[config.mk]
export PLATFORM = sky130hd
export DESIGN_NAME = m_sequence_despreader_flat
export DESIGN_NICKNAME = d
export VERILOG_FILES = /design/src/rtl/m_seq_pkg.sv /design/src/rtl/m_sequence_despreader_if.sv /design/src/rtl/m_seq_chip_sampler.sv /design/src/rtl/m_sequence_despreader.sv /design/src/flat_wrapper.sv
export SDC_FILE = /design/constraint.sdc
export NUM_CORES = 1
export LEC_CHECK = 0
export ABC_CLOCK_PERIOD_IN_PS = 3800
export CORE_ASPECT_RATIO = 1.2
export CORE_MARGIN = 2
export CORE_UTILIZATION = 30
export CTS_CLUSTER_DIAMETER = 60
export DETAILED_ROUTE_END_ITERATION = 8
export GPL_ROUTABILITY_DRIVEN = 1
export GPL_TIMING_DRIVEN = 0
export SLEW_MARGIN = 0
export SYNTH_ARGS = -nofsm -noshare
export SYNTH_HDL_FRONTEND = slang
export SYNTH_HIERARCHICAL = 1
export SYNTH_SLANG_ARGS = --single-unit
[constraint.sdc]
create_clock -name clkin -period 3.8 [get_ports clkin]
set_input_delay 0.76 -clock clkin [delete_from_list [all_inputs] [get_ports clkin]]
set_output_delay 0.76 -clock clkin [all_outputs]
set_load 0.01 [all_outputs]
[src/rtl/m_seq_pkg.sv]
// Shared constants, FSM state type and LFSR helpers for the M-sequence despreader.
// The code->phase relation is the same one the generator uses: code k is the LFSR phase k steps after 6'b101010.
package m_seq_pkg;
  localparam int N = 63;
  localparam int LENGTH = $clog2(N);
  localparam logic [LENGTH-1:0] POLYNOME = 6'b100111;
  localparam logic [LENGTH-1:0] CODE0_PHASE = 6'b101010;

  typedef logic [LENGTH-1:0] word_t;
  typedef enum logic [1:0] {IDLE, ACQ, TRACK, DONE} state_t;

  function automatic word_t lfsr_step(word_t s);
    return {^(POLYNOME & s), s[LENGTH-1:1]};
  endfunction

  function automatic word_t lfsr_adv(word_t s, int steps);
    word_t r;
    r = s;
    for (int k = 0; k < steps; k++) r = lfsr_step(r);
    return r;
  endfunction

  // Walks the maximal-length sequence; every nonzero phase matches exactly one code, zero matches none.
  function automatic word_t phase2code(word_t phase);
    word_t s;
    word_t code;
    s = CODE0_PHASE;
    code = '0;
    for (int k = 0; k < N; k++) begin
      if (s == phase) code = word_t'(k);
      s = lfsr_step(s);
    end
    return code;
  endfunction
endpackage

[src/rtl/m_sequence_despreader_if.sv]
// Sample-in / verdict-out bundle of the despreader; the slave side is the despreader itself.
interface m_sequence_despreader_if;
  import m_seq_pkg::*;
  logic  sample_i;
  logic  sample_valid_i;
  logic  frame_start_i;
  word_t code_o;
  word_t err_cnt_o;
  logic  code_valid_o;
  logic  lock_o;
  logic  bad_phase_o;
  logic  busy_o;

  modport master (
    output sample_i, sample_valid_i, frame_start_i,
    input  code_o, err_cnt_o, code_valid_o, lock_o, bad_phase_o, busy_o
  );
  modport slave (
    input  sample_i, sample_valid_i, frame_start_i,
    output code_o, err_cnt_o, code_valid_o, lock_o, bad_phase_o, busy_o
  );
endinterface

[src/rtl/m_seq_chip_sampler.sv]
// Groups HOLD valid samples into one chip decision (chip_stb on the last sample of the chip).
// MSEQ_MAJORITY_VOTE_EN selects a majority vote; otherwise the centre sample HOLD/2 is taken.
module m_seq_chip_sampler #(
  parameter int HOLD = 3
) (
  input  logic clkin,
  input  logic rstn,
  input  logic sample,
  input  logic sample_valid,
  input  logic frame_start,
  output logic chip,
  output logic chip_stb
);
  localparam int CW = (HOLD > 1) ? $clog2(HOLD) : 1;
  localparam int CENTRE = HOLD / 2;

  logic [CW-1:0] samp_cnt;
  logic [CW-1:0] idx;

  // A frame start always realigns the chip grid: that sample is sample 0.
  assign idx      = frame_start ? '0 : samp_cnt;
  assign chip_stb = sample_valid && (idx == CW'(HOLD - 1));

  always_ff @(posedge clkin) begin
    // NOTE: sequential state is updated with non-blocking assignments so all registers see pre-edge values.
    if (!rstn)             samp_cnt <= '0;
    else if (sample_valid) samp_cnt <= chip_stb ? '0 : idx + 1'b1;
  end

`ifdef MSEQ_MAJORITY_VOTE_EN
  logic [CW:0] ones_q;
  logic [CW:0] ones;

  assign ones = ((idx == '0) ? '0 : ones_q) + (CW+1)'(sample);
  assign chip = ({ones, 1'b0} >= (CW+2)'(HOLD));

  always_ff @(posedge clkin) begin
    if (!rstn)             ones_q <= '0;
    else if (sample_valid) ones_q <= ones;
  end
`else
  logic centre_q;

  assign chip = (idx == CW'(CENTRE)) ? sample : centre_q;

  always_ff @(posedge clkin) begin
    if (!rstn)                                        centre_q <= 1'b0;
    else if (sample_valid && (idx == CW'(CENTRE)))    centre_q <= sample;
  end
`endif
endmodule

[src/rtl/m_sequence_despreader.sv]
// Recovers the shift code from the first LENGTH chips of a frame and counts mismatches of the rest
// against a local LFSR replica. Chip decision mode is chosen by MSEQ_MAJORITY_VOTE_EN (see sampler).
module m_sequence_despreader
  import m_seq_pkg::*;
#(
  parameter int HOLD    = 3,
  parameter int ERR_MAX = 4
) (
  input logic                     clkin,
  input logic                     rstn,
  m_sequence_despreader_if.slave  bus
);
  state_t state, state_nxt;
  word_t  chip_idx, phase_acq, lfsr, err_cnt;
  word_t  phase_nxt;
  logic   chip, chip_stb, start;

  assign start     = bus.sample_valid_i && bus.frame_start_i;
  assign phase_nxt = {chip, phase_acq[LENGTH-1:1]};

  m_seq_chip_sampler #(.HOLD(HOLD)) u_sampler (
    .clkin        (clkin),
    .rstn         (rstn),
    .sample       (bus.sample_i),
    .sample_valid (bus.sample_valid_i),
    .frame_start  (bus.frame_start_i),
    .chip         (chip),
    .chip_stb     (chip_stb)
  );

  always_ff @(posedge clkin) begin
    if (!rstn) state <= IDLE;
    else       state <= state_nxt;
  end

  always_comb begin
    // NOTE: default first so every path assigns state_nxt and no latch is inferred.
    state_nxt = state;
    case (state)
      IDLE:  if (start) state_nxt = ACQ;
      ACQ: begin
        if (start) state_nxt = ACQ;
        else if (chip_stb && chip_idx == word_t'(N - 1)) state_nxt = DONE;
        else if (chip_stb && chip_idx == word_t'(LENGTH - 1)) state_nxt = TRACK;
      end
      TRACK: begin
        if (start) state_nxt = ACQ;
        else if (chip_stb && chip_idx == word_t'(N - 1)) state_nxt = DONE;
      end
      DONE:  state_nxt = start ? ACQ : IDLE;
      default: state_nxt = IDLE;
    endcase
  end

  // Frame datapath; a frame start in any state restarts acquisition at chip 0.
  always_ff @(posedge clkin) begin
    if (!rstn) begin
      chip_idx  <= '0;
      phase_acq <= '0;
      lfsr      <= '0;
      err_cnt   <= '0;
    end else if (start) begin
      err_cnt  <= '0;
      chip_idx <= chip_stb ? word_t'(1) : '0;
      if (chip_stb) phase_acq <= phase_nxt;
    end else if (chip_stb) begin
      case (state)
        ACQ: begin
          phase_acq <= phase_nxt;
          chip_idx  <= chip_idx + 1'b1;
          // Replica must predict chip LENGTH next, i.e. be LENGTH steps past the start phase.
          if (chip_idx == word_t'(LENGTH - 1)) lfsr <= lfsr_adv(phase_nxt, LENGTH);
        end
        TRACK: begin
          if (chip != lfsr[0] && err_cnt != '1) err_cnt <= err_cnt + 1'b1;
          lfsr     <= lfsr_step(lfsr);
          chip_idx <= chip_idx + 1'b1;
        end
        default: ;
      endcase
    end
  end

  always_ff @(posedge clkin) begin
    if (!rstn) begin
      bus.code_valid_o <= 1'b0;
      bus.code_o       <= '0;
      bus.err_cnt_o    <= '0;
      bus.lock_o       <= 1'b0;
      bus.bad_phase_o  <= 1'b0;
    end else begin
      bus.code_valid_o <= (state == DONE);
      if (state == DONE) begin
        bus.code_o      <= phase2code(phase_acq);
        bus.err_cnt_o   <= err_cnt;
        bus.bad_phase_o <= (phase_acq == '0);
        bus.lock_o      <= (phase_acq != '0) && (err_cnt <= word_t'(ERR_MAX));
      end
    end
  end

  assign bus.busy_o = (state != IDLE);
endmodule

[src/flat_wrapper.sv]
// flat-port wrapper written by rule: the top's interface ports become plain ports
module m_sequence_despreader_flat import m_seq_pkg::*;
#(
  parameter int HOLD    = 3,
  parameter int ERR_MAX = 4
)
  (clkin, rstn, bus_sample_i, bus_sample_valid_i, bus_frame_start_i, bus_code_o, bus_err_cnt_o, bus_code_valid_o, bus_lock_o, bus_bad_phase_o, bus_busy_o);
  m_sequence_despreader_if bus_i ();
  input logic clkin;
  input logic rstn;
  input wire logic [$bits(bus_i.sample_i)-1:0] bus_sample_i;
  input wire logic [$bits(bus_i.sample_valid_i)-1:0] bus_sample_valid_i;
  input wire logic [$bits(bus_i.frame_start_i)-1:0] bus_frame_start_i;
  output wire logic [$bits(bus_i.code_o)-1:0] bus_code_o;
  output wire logic [$bits(bus_i.err_cnt_o)-1:0] bus_err_cnt_o;
  output wire logic [$bits(bus_i.code_valid_o)-1:0] bus_code_valid_o;
  output wire logic [$bits(bus_i.lock_o)-1:0] bus_lock_o;
  output wire logic [$bits(bus_i.bad_phase_o)-1:0] bus_bad_phase_o;
  output wire logic [$bits(bus_i.busy_o)-1:0] bus_busy_o;
  assign bus_i.sample_i = bus_sample_i;
  assign bus_i.sample_valid_i = bus_sample_valid_i;
  assign bus_i.frame_start_i = bus_frame_start_i;
  assign bus_code_o = bus_i.code_o;
  assign bus_err_cnt_o = bus_i.err_cnt_o;
  assign bus_code_valid_o = bus_i.code_valid_o;
  assign bus_lock_o = bus_i.lock_o;
  assign bus_bad_phase_o = bus_i.bad_phase_o;
  assign bus_busy_o = bus_i.busy_o;
  m_sequence_despreader #(.HOLD(HOLD), .ERR_MAX(ERR_MAX)) u_core (.clkin(clkin), .rstn(rstn), .bus(bus_i));
endmodule
Word level (Yosys, flattened, before mapping)
Index checks and enable logic that the tools add are counted.
{"block": "totals", "ff_bits": 44, "romBits": 0, "in_bits": 5, "memories": 0, "ramBits": 0, "latch_bits": 0}
{"block": "classes", "order_cmp": 1, "eq_ne": 75, "multipliers": 0, "n_div": 0, "bitwise_logic": 2, "n_reduce_logical": 29, "shift": 0, "addsub": 3, "mux": 83}
{"op": "$mux W6", "n": 39}
{"op": "$eq A6 B6 Y1 const A", "n": 31}
{"op": "$eq A5 B6 Y1 const A", "n": 16}
{"op": "$mux W5", "n": 16}
{"op": "$eq A4 B6 Y1 const A", "n": 8}
{"op": "$reduce_xor A6 Y1", "n": 7}
{"op": "$mux W4", "n": 8}
{"op": "$eq A3 B6 Y1 const A", "n": 4}
{"op": "$mux W2", "n": 10}
{"op": "$add A6 B1 Y6 const B", "n": 2}
{"op": "$eq A2 B6 Y1 const A", "n": 2}
{"op": "$mux W3", "n": 4}
{"op": "$pmux W6 S2", "n": 1}
{"op": "$reduce_bool A2 Y1", "n": 5}
{"op": "$pmux W2 S4", "n": 1}
{"op": "$logic_and A1 B1 Y1", "n": 7}
{"op": "$eq A1 B6 Y1 const A", "n": 1}
{"op": "$eq A2 B2 Y1 const B", "n": 3}
{"op": "$eq A6 B3 Y1 const B", "n": 1}
{"op": "$eq A6 B6 Y1 const B", "n": 1}
{"op": "$le A6 B3 Y1 const B", "n": 1}
{"op": "$logic_not A6 Y1", "n": 1}
{"op": "$ne A6 B6 Y1 const B", "n": 1}
{"op": "$reduce_and A3 Y1", "n": 2}
{"op": "13 further kinds", "n": 21}

Depth between registers and ports, before layout
Gate-level depths: netlist of the first run.
{"block": "depth", "depth_word": 63, "depth_mapped": 10, "mapped_depth_nobuf": 8}

Cells and area by module
The synthesis of the first run kept the hierarchy.
{"module": "m_sequence_despreader", "area_each_um2": 3455.8, "instances": 1, "cells_per_inst": 463}
{"module": "m_seq_chip_sampler", "area_each_um2": 160.2, "instances": 1, "cells_per_inst": 16}

Worst setup path after synthesis of the first run
No wires, ideal clock.
{"block": "synth_path", "path_type": "in2reg", "start": "input port bus_frame_start_i", "end": "register u_core.lfsr[2]", "setup_ns": 0.074, "stages": 7, "t_arrival_ns": 2.502, "path_buffers": 0, "path_slack_ns": 1.224, "required_time_ns": 3.726, "cell_sequence": "nor3b_2 > mux2_4 > xnor2_1 > xnor3_1 > xnor2_1 > or2_2 > a31oi_1"}
{"block": "synth_between", "elab_chain_len": 8, "word_cells_on_any_way": 13, "cone_classes": "eq/ne (2); mux (4); bitwise (1); reduce/logical (6)"}
{"item": "start: declaration", "line_no": "flat_wrapper.sv:13", "source": "input wire logic [$bits(bus_i.frame_start_i)-1:0] bus_frame_start_i;"}
{"item": "$mux W2", "line_no": "m_seq_chip_sampler.sv:21", "source": "assign idx = frame_start ? '0 : samp_cnt;"}
{"item": "$eq A2 B1 Y1", "line_no": "m_seq_chip_sampler.sv:44", "source": "assign chip = (idx == CW'(CENTRE)) ? sample : centre_q;"}
{"item": "$mux W1", "line_no": "m_seq_chip_sampler.sv:44"}
{"item": "via u_core.chip", "line_no": "m_sequence_despreader.sv:16", "source": "logic chip, chip_stb, start;"}
{"item": "$reduce_xor A6 Y1 (3 in a row)", "line_no": "m_seq_pkg.sv:13", "source": "return {^(POLYNOME & s), s[LENGTH-1:1]};"}
{"item": "$mux W6", "line_no": "m_sequence_despreader.sv:72", "source": "if (chip_idx == word_t'(LENGTH - 1)) lfsr <= lfsr_adv(phase_nxt, LENGTH);"}
{"item": "$pmux W6 S2", "line_no": "m_sequence_despreader.sv:67", "source": "case (state)"}
{"item": "end signal: assignment", "line_no": "m_sequence_despreader.sv:72"}
{"item": "end signal: assignment", "line_no": "m_sequence_despreader.sv:76", "source": "lfsr <= lfsr_step(lfsr);"}
{"item": "end: declaration", "line_no": "m_sequence_despreader.sv:14", "source": "word_t chip_idx, phase_acq, lfsr, err_cnt;"}
The timed path passes the listed nets, and every way through them passes these cells. The select of a mux whose other input is x is not followed.
A chain may end at the register's enable or synchronous reset.

Worst setup path in the final report of the first run
Same ends and word-level chain as after synthesis.

==> results of run 1 <==
[kinds of logic after synthesis]
kind of cell,count (synthesis)
DFF,44
muxes,21
and+or+nand+nor,173
buffers and inverters,53
AOI/OAI and AO/OA,146
adders and majority gates,18
xor gates and xnor gates,24
[synthesized netlist by cell type, types with 3 or more instances]
master     number
xnor2_1        16
nand3b_1       10
and2_1         10
a31oi_1        10
nor2b_1        14
buf_4           4
or3_1           3
nand2b_1        8
nand4_1         6
buf_2          10
inv_1          19
nor2_1         33
xor2_1          7
a211oi_1        4
nor3_1         13
o2111ai_1       3
a21oi_1        42
or2_2           4
dfxtp_1        44
ha_1           18
mux2i_1        18
o31ai_1         3
o21ai_0        32
o211ai_1        4
o22ai_1         9
o21a_1          4
nand3_1        10
clkbuf_1       15
nand2_1        46
a21o_1          4
[stage by stage]
stage | instances | instance area (um2) | total power, mW | hold WS (ns) | worst slack [ns]
after floorplan | 479 | 3620 | 0.520 | 0.434 | 1.22
after global placement | 656 | 4010 | 0.541 | 0.446 | 0.558
after detailed placement | 656 | 4010 | 0.543 | 0.458 | 0.517
after CTS | 664 | 4190 | 1.05 | 0.469 | 0.746
after global routing | 664 | 4190 | 1.08 | 0.505 | 0.608
final | 664 | 4190 | 1.03 | 0.467 | 0.764
[how the worst min path moves through the flow]
stage                                      endpoint  slack [ns]  cells after the start
after global routing      u_core/u_sampler/centre_q        0.51                      2
after global placement    u_core/u_sampler/centre_q        0.45                      2
after floorplan           u_core/u_sampler/centre_q        0.43                      2
final                     u_core/u_sampler/centre_q        0.47                      2
after CTS                 u_core/u_sampler/centre_q        0.47                      2
after detailed placement  u_core/u_sampler/centre_q        0.46                      2
[final cells by class]
cell class / count / area (um2) / area share
buffer: 32 / 155 / 0.0370
clock buffer: 6 / 139 / 0.0331
clock inverter: 2 / 38.8 / 0.00926
inverter: 21 / 78.8 / 0.0188
multi-input combinational: 382 / 2500 / 0.597
sequential: 44 / 881 / 0.210
tap: 157 / 196 / 0.0469
timing repair buffer: 20 / 200 / 0.0478
[cells in the final DEF, fill, tap and decap left out, drive strengths merged, types with 4 or more instances in the layout]
cell type / instances
nand3b: 10
clkbuf: 21
o21ai: 34
nor2: 33
ha: 18
and2: 11
buf: 17
a211oi: 4
o22ai: 9
clkdlybuf4s50: 20
a21o: 4
mux2i: 18
xor2: 7
a21oi: 43
inv: 20
nand2: 46
xnor2: 16
o211ai: 4
o21a: 4
nor3: 13
dfxtp: 44
nor2b: 14
nand3: 10
nand2b: 8
or2: 6
a31oi: 10
nand4: 6
[metal layers]
metal / share of wire / track usage
met1: 0.42 / 0.207
met2: 0.48 / 0.293
met3: 0.056 / 0.0251
met4: 0.043 / 0.0843
met5: 0 / 0
[report_power, final]
| group | leakage, nW | switching (mW) | internal, mW | total [mW] |
|---|---|---|---|---|
| Combinational | 0.962 | 0.0355 | 0.0286 | 0.0642 |
| Clock | 0.0871 | 0.170 | 0.329 | 0.499 |
| Sequential | 0.355 | 0.00336 | 0.465 | 0.468 |
| Total | 1.40 | 0.209 | 0.822 | 1.03 |
[worst register-to-register path, stage by stage (launching register included)]
cell	delay (ns)
dfxtp_1	0.37
inv_1	0.13
ha_1	0.33
clkbuf_1	0.53
a21boi_0	0.57
nor3_1	0.18
nand3_1	0.15
a21oi_1	0.05
o221a_2	0.24
[registers in the layout, summed over array words and instances (netlist names)]
| register | cells |
|---|---|
| u_core/bus.bad_phase_o | 1 |
| u_core/bus.code_o | 6 |
| u_core/bus.code_valid_o | 1 |
| u_core/bus.err_cnt_o | 6 |
| u_core/bus.lock_o | 1 |
| u_core/chip_idx | 6 |
| u_core/err_cnt | 6 |
| u_core/lfsr | 6 |
| u_core/phase_acq | 6 |
| u_core/state | 2 |
| u_core/u_sampler/centre_q | 1 |
| u_core/u_sampler/samp_cnt | 2 |
==> results.json, run 1 <==
{
  "io_pins": 21,
  "grt_usage": 0.171,
  "dr.pass1.iters": 4,
  "period_minus_slack_ns": 3.04,
  "clk_pin_slew_ns": 0.06,
  "crit_family": "XOR/XNOR gates",
  "grt_max_degree": 15,
  "critPathMaxStageDelay_ns": 0.49,
  "timing.rr.start": "u_core/phase_acq[4]",
  "hpwl_mm": 8.67,
  "drtAntennaViolNets": 0,
  "grt_pass1_vias": 3577,
  "cpMostUsedCell": "xnor2_1",
  "root_buffer": "clkbuf_16",
  "synth-compound-area-share": 0.260,
  "avgSynthCellArea_um2": 7.55,
  "post-cts-setup-buffer-count": 0,
  "critical_path_buf_inv_count": 1,
  "viasPerCell": 5.57,
  "synth-seq-cells": 44,
  "critPathCapture": "u_core/lfsr[2]",
  "critPathArrivalTime_ns": 3.23,
  "vdd_drop_max_mv": 0.302,
  "cts_tree": "done",
  "synth_top_family_by_area": "compound AO/OA/AOI/OAI gates",
  "leakage_nw": 1.40,
  "drt-wirelength-per-cell_um": 17.3,
  "worstSetupStartpointType": "input port",
  "slew_headroom": 0.529,
  "syn_area_um2": 3620,
  "synthMuxAreaShare": 0.0602,
  "die_area_um2": 13000,
  "h-tree-depth": 2,
  "synthesis.nets": 502,
  "utilization": 0.359,
  "drc_errors": 0,
  "n_antenna_cell": 0,
  "fin_crit_sh": 0.799,
  "die_h_um": 124,
  "synth_cells": 479,
  "required_ns": 4.00,
  "path_max_fanout": 6,
  "rsz0062_at_grt": "no",
  "antenna_found_initial": 0,
  "status": "finished clean",
  "critical_path_class": "in -> reg",
  "timing.rr.end": "u_core/bus.code_o[4]",
  "areaGrowthSynthToFinish_pct": 15.9,
  "slowest_stage": "clkdlybuf4s50_1",
  "hold_buffers": 0,
  "cts_buffers": 5,
  "crit_chain": "clkdlybuf4s50_1 -> nor3b_2 -> mux2_4 -> xnor2_1 -> xnor3_1 -> xnor2_1 -> or2_2 -> a31oi_1",
  "rrSetupSlack_ns": 1.14,
  "synth_area_leaders": "dfxtp_1, ha_1, a21oi_1",
  "synthFlopType": "dfxtp_1",
  "startpoint": "bus_frame_start_i",
  "wl_mm": 11.5,
  "yosys.area.top_type": "dfxtp_1",
  "port_buffers": 20,
  "hold_viol": 0,
  "maxCapViolCount": 0,
  "skew_ns": 0.00321,
  "nFillCells": 1238,
  "slew_violations": 0,
  "setup_viol": 0,
  "synth_top_area_share": 0.244,
  "core-area_um2": 11700,
  "hold_start": "u_core/u_sampler/centre_q",
  "worstHoldPathType": "reg -> reg",
  "grt_overflow": 0,
  "initial_core_util": 0.310,
  "gp_congestion": 1.02,
  "synth_xor_area_frac": 0.0619,
  "drive_gt1_frac": 0.0750,
  "path_depth": 8,
  "fin_nets": 529,
  "fp.dieW_um": 104,
  "max_freq_mhz": 329,
  "cts_buffer_depth": 2,
  "cts_sinks": 44,
  "synthSimpleGateAreaFrac": 0.248,
  "power_density_nw_per_um2": 246,
  "grt_pass1_wl_mm": 18.2,
  "synth_fa_ha_area_frac": 0.0623,
  "drtIter0Drc": 227,
  "rows": 43,
  "worstRegToRegCells": 8,
  "tightest_slew_ns": 0.706,
  "synthArstFlopShare": 0,
  "finalSetupTns_ns": 0,
  "ctsResizeCount": 0,
  "yosys.cell_types.count": 71,
  "synth-warning-count": 6,
  "synth_edf_count": 0,
  "clk_latency_ns": 0.28,
  "vias": 3701,
  "end_kind": "register",
  "ys_seq_area_frac": 0.244
}
Power figures use the tool's default switching activity.
==> inputs of run 2 (changes only) <==
- ABC_CLOCK_PERIOD_IN_PS: 3800 -> 2800
- clock period: 3.8 -> 2.8 ns (I/O delays scaled with it)
==> run 2 against run 1 <==
  * Clock skew about the same
  * Hold slack hardly changed
  * Sequential power is 36% higher
  * Sequential share of layout area shrank 0.088 points
  * Utilization rose by 0.15 points
  * Die area did not move
  * Via count is 0.22% lower
  * Largest power group unchanged
==> results.json, run 2 (synthesis gave the netlist of run 1 again) <==
{
  "cts_sinks": 44,
  "hold_start": "u_core/u_sampler/centre_q",
  "final_cell_mix": "nand2_1, dfxtp_1, a21oi_1",
  "slew_headroom": 0.548,
  "cts_tree": "done",
  "required_ns": 2.99,
  "path_max_fanout": 10,
  "utilization": 0.360,
  "grt_pass1_vias": 3580,
  "cts_buffers": 5,
  "layoutNonFillerInstCount": 663,
  "critical_path_class": "reg -> reg",
  "gp_congestion": 1.02,
  "vias": 3693,
  "max_freq_mhz": 374,
  "grt_overflow": 0,
  "viasPerCell": 5.57,
  "setup_viol": 0,
  "port_buffers": 20,
  "fin_nets": 528,
  "drive_gt1_frac": 0.0830,
  "intPower_mw": 1.12,
  "finalSetupTns_ns": 0,
  "hold_viol": 0,
  "fp.dieW_um": 104,
  "fin_crit_sh": 0.954,
  "placed_area_um2": 4010,
  "core-area_um2": 11700,
  "worstSetupStartpointType": "register",
  "initial_core_util": 0.310,
  "period_minus_slack_ns": 2.67,
  "pwr-share-seq": 0.454,
  "grt_pass1_wl_mm": 18.2,
  "drtAntennaViolNets": 0,
  "h-tree-depth": 2,
  "n_antenna_cell": 0,
  "clk_latency_ns": 0.28,
  "cts_buffer_depth": 2,
  "power_density_nw_per_um2": 333,
  "p_sw_uw": 284,
  "antenna_found_initial": 0,
  "p_clk_frac": 0.483,
  "maxCapViolCount": 0,
  "dr.pass1.iters": 4,
  "status": "finished clean",
  "vdd_drop_max_mv": 0.410,
  "fin_area_um2": 4210,
  "place_inst": 656,
  "clk_pin_slew_ns": 0.06,
  "die_area_um2": 13000,
  "post-cts-setup-buffer-count": 0,
  "drtIter0Drc": 210,
  "leakage_nw": 1.41,
  "wl_mm": 11.4,
  "hold_buffers": 0,
  "tightest_slew_ns": 0.678,
  "grt_usage": 0.171,
  "rows": 43,
  "worstHoldPathType": "reg -> reg",
  "p_comb_frac": 0.063,
  "io_pins": 21,
  "skew_ns": 0.00328,
  "end_kind": "register",
  "startpoint": "u_core/phase_acq[3]",
  "rsz0062_at_grt": "no",
  "hpwl_mm": 8.67,
  "slew_violations": 0,
  "drc_errors": 0,
  "critPathArrivalTime_ns": 2.86,
  "areaGrowthSynthToFinish_pct": 16.4,
  "mostFrequentLayoutCell": "nand2_1",
  "root_buffer": "clkbuf_16",
  "p_sw_frac": 0.203,
  "timing.rr.start": "u_core/phase_acq[3]",
  "drt-wirelength-per-cell_um": 17.2,
  "die_h_um": 124,
  "grt_max_degree": 15
}
run 2: repair_timing:
item                                    in CTS  in global routing
cloned                                       0                  0
pin swaps                                    0                  1
gates resized for setup                      1                  4
endpoints found under the setup margin       2                 12
run 2: final cells by class:
type	instances	area, um2
tap	157	196
multi-input combinational	382	2520
clock buffer	6	139
sequential	44	881
fill	1239	7470
inverter	21	78.8
buffer	31	151
timing repair buffer	20	200
clock inverter	2	38.8
run 2: final timing paths:
| kind | endpoint | slack (ns) | cells past startpoint |
|---|---|---|---|
| setup / recovery | u_core/bus.code_o[2] | 0.13 | 10 |
| hold / removal | u_core/u_sampler/centre_q | 0.47 | 2 |
| hold reg to reg | u_core/u_sampler/centre_q | 0.47 | 2 |
| setup reg to reg | u_core/bus.code_o[2] | 0.13 | 10 |
run 2: power by group through the flow:
stage,Clock [mW],Sequential (mW),Combinational (mW)
finish,0.677,0.635,0.0881
global route,0.729,0.636,0.0975
CTS,0.705,0.635,0.0889
detailed placement,0,0.649,0.0874
global placement,0,0.649,0.0857
floorplan,0,0.648,0.0570
run 2: per-stage QoR:
stage          total power, mW  hold WS [ns]  worst slack [ns]
2_1_floorplan            0.705         0.434             0.424
3_3_place_gp             0.735         0.446            -0.242
3_5_place_dp             0.737         0.458            -0.283
4_1_cts                   1.43         0.469            0.0279
5_1_grt                   1.46         0.505            0.0144
6_report                  1.40         0.467             0.128
run 2: critical path: stages (launching register included):
cell,delay (ns)
dfxtp_1,0.39
inv_1,0.16
ha_1,0.15
buf_2,0.22
buf_1,0.51
nand2_1,0.18
o22ai_1,0.14
nor2_1,0.07
o31ai_1,0.36
a21oi_1,0.12
o32ai_1,0.27
run 2: routing by layer:
metal | vias to the layer above | global-route usage | share of wire
met3 | 49 | 0.0251 | 0.063
met4 | 0 | 0.0843 | 0.046
met1 | 1729 | 0.207 | 0.41
li1 | 1765 | - | -
met5 | - | 0 | 0
met2 | 150 | 0.293 | 0.48
==> inputs of run 3 (changes only) <==
- CORE_MARGIN: 2 -> 10
==> run 3 against run 2 <==
  * The flow now finishes with violations (DRC)
  * Register-to-register slack is essentially flat
  * Hold slack lost 0.0079 ns
  * Wire length shrank 3.2%
  * Die area grew 30%
  * Clock-buffer cell count shrank 1
  * Final area shrank 0.80%
  * Largest power group is now sequential cells
  * Critical endpoint is now u_core/bus.code_o[1]
  * Non-clock buffer count grew 1
  * First-iteration DRC count grew 67%
  * Maximum frequency grew 0.44%
  * Sequential cell count is the same
==> results.json, run 3 (synthesis gave the netlist of run 1 again) <==
{
  "status": "complete, but fails checks",
  "failed_checks": "DRC",
  "drc_errors": 1,
  "cts_buffer_depth": 2,
  "rows": 43,
  "drtIter0Drc": 350,
  "drive_gt1_frac": 0.0828,
  "grt_usage": 0.127,
  "die_area_um2": 16900,
  "vias": 3735,
  "clk_latency_ns": 0.28,
  "drtAntennaViolNets": 0,
  "hpwl_mm": 8.15,
  "utilization": 0.358,
  "vdd_drop_max_mv": 0.358,
  "hold_viol": 0,
  "gp_congestion": 1.07,
  "root_buffer": "clkbuf_16",
  "fin_crit_sh": 0.950,
  "crit_family": "simple AND/OR/NAND/NOR gates",
  "critical_path_buf_inv_count": 1,
  "intPower_uw": 998,
  "hold_buffers": 0,
  "grt_pass1_wl_mm": 18.0,
  "io_pins": 21,
  "n_antenna_cell": 0,
  "p_comb_frac": 0.068,
  "end_kind": "register",
  "p_sw_uw": 290,
  "rsz0062_at_grt": "no",
  "cts_sinks": 44,
  "leakage_nw": 1.41,
  "fp.dieW_um": 120,
  "p_clk_frac": 0.439,
  "critPathArrivalTime_ns": 2.82,
  "setup_viol": 0,
  "nFillCells": 1234,
  "cts_tree": "done",
  "critical_path_class": "reg -> reg",
  "p_sw_frac": 0.225,
  "core-area_um2": 11700,
  "antenna_found_initial": 0,
  "grt_max_degree": 15,
  "h-tree-depth": 2,
  "viasPerCell": 5.63,
  "worstSetupStartpointType": "register",
  "slew_violations": 0,
  "fin_area_um2": 4170,
  "clk_pin_slew_ns": 0.06,
  "slew_headroom": 0.578,
  "initial_core_util": 0.310,
  "grt_pass1_vias": 3579,
  "power_density_nw_per_um2": 309,
  "crit_chain": "ha_1 -> clkbuf_1 -> nand2_1 -> nor3b_1 -> nor4_1 -> o21ai_0 -> a21oi_1 -> o22ai_1",
  "drt-wirelength-per-cell_um": 16.6,
  "max_freq_mhz": 376,
  "cts_buffers": 5,
  "slowest_stage": "dfxtp_1",
  "maxCapViolCount": 0,
  "areaGrowthSynthToFinish_pct": 15.4,
  "wl_mm": 11.1,
  "mostFrequentLayoutCell": "nand2_1",
  "dr.pass1.iters": 8,
  "critPathMaxStageDelay_ns": 0.46,
  "hold_ws_ns": 0.459,
  "die_h_um": 140,
  "required_ns": 2.96,
  "fin_nets": 529,
  "tightest_slew_ns": 0.632,
  "grt_overflow": 0,
  "port_buffers": 20,
  "worstHoldPathType": "reg -> reg",
  "placed_area_um2": 4010,
  "period_minus_slack_ns": 2.66,
  "final_cell_mix": "nand2_1, dfxtp_1, a21oi_1",
  "path_max_fanout": 10,
  "skew_ns": 0.00562,
  "post-cts-setup-buffer-count": 0,
  "pwr-share-seq": 0.493
}
run 3: worst paths after layout:
check,slack (ns),startpoint,to,cells after the start
min,0.46,u_core/u_sampler/centre_q,u_core/u_sampler/centre_q,2
max,0.14,u_core/phase_acq[4],u_core/bus.code_o[1],8
max reg2reg,0.14,u_core/phase_acq[4],u_core/bus.code_o[1],8
min reg2reg,0.46,u_core/u_sampler/centre_q,u_core/u_sampler/centre_q,2
run 3: metrics by stage:
| stage | setup WS [ns] | instances | power (mW) | TNS [ns] |
|---|---|---|---|---|
| CTS | 0.0208 | 664 | 1.31 | 0 |
| global route | 0.000871 | 664 | 1.34 | 0 |
| global placement | -0.242 | 656 | 0.735 | -1.54 |
| detailed placement | -0.285 | 656 | 0.736 | -2.02 |
| floorplan | 0.424 | 479 | 0.705 | 0 |
| finish | 0.140 | 664 | 1.29 | 0 |
run 3: final cells by class:
cell class              instances  area [um2]  share of cell area
plain buffers                  32         158              0.0378
clock buffers                   5         125              0.0300
clock inverters                 3        18.8             0.00450
inverters                      21        78.8              0.0189
multi-input cells             382        2510               0.602
flip-flops and latches         44         881               0.211
well taps                     157         196              0.0471
repair buffers                 20         203              0.0486
run 3: worst reg2reg max path, cell delays in order, from the launching register on:
cell	delay, ns
dfxtp_1	0.46
ha_1	0.40
clkbuf_1	0.41
nand2_1	0.17
nor3b_1	0.19
nor4_1	0.39
o21ai_0	0.17
a21oi_1	0.22
o22ai_1	0.13
run 3: timing repair:
item,4_1_cts,5_1_grt
gates resized for setup,1,6
hold endpoints to repair,0,0
pin swaps,0,0
setup endpoints to repair,1,15
run 3: power groups by stage:
stage	combinational (mW)	sequential (mW)	clock, mW
after CTS	0.0883	0.635	0.583
after global placement	0.0863	0.649	0
final	0.0875	0.636	0.565
after detailed placement	0.0870	0.649	0
after floorplan	0.0570	0.648	0
after global routing	0.0980	0.636	0.611
run 3: layer usage:
metal | wire length, um | up-vias | global-route usage
met5 | 0 | - | 0
met4 | 376 | 0 | 0.0553
met3 | 877 | 43 | 0.0237
met2 | 5280 | 182 | 0.215
met1 | 4520 | 1737 | 0.152
li1 | - | 1773 | -
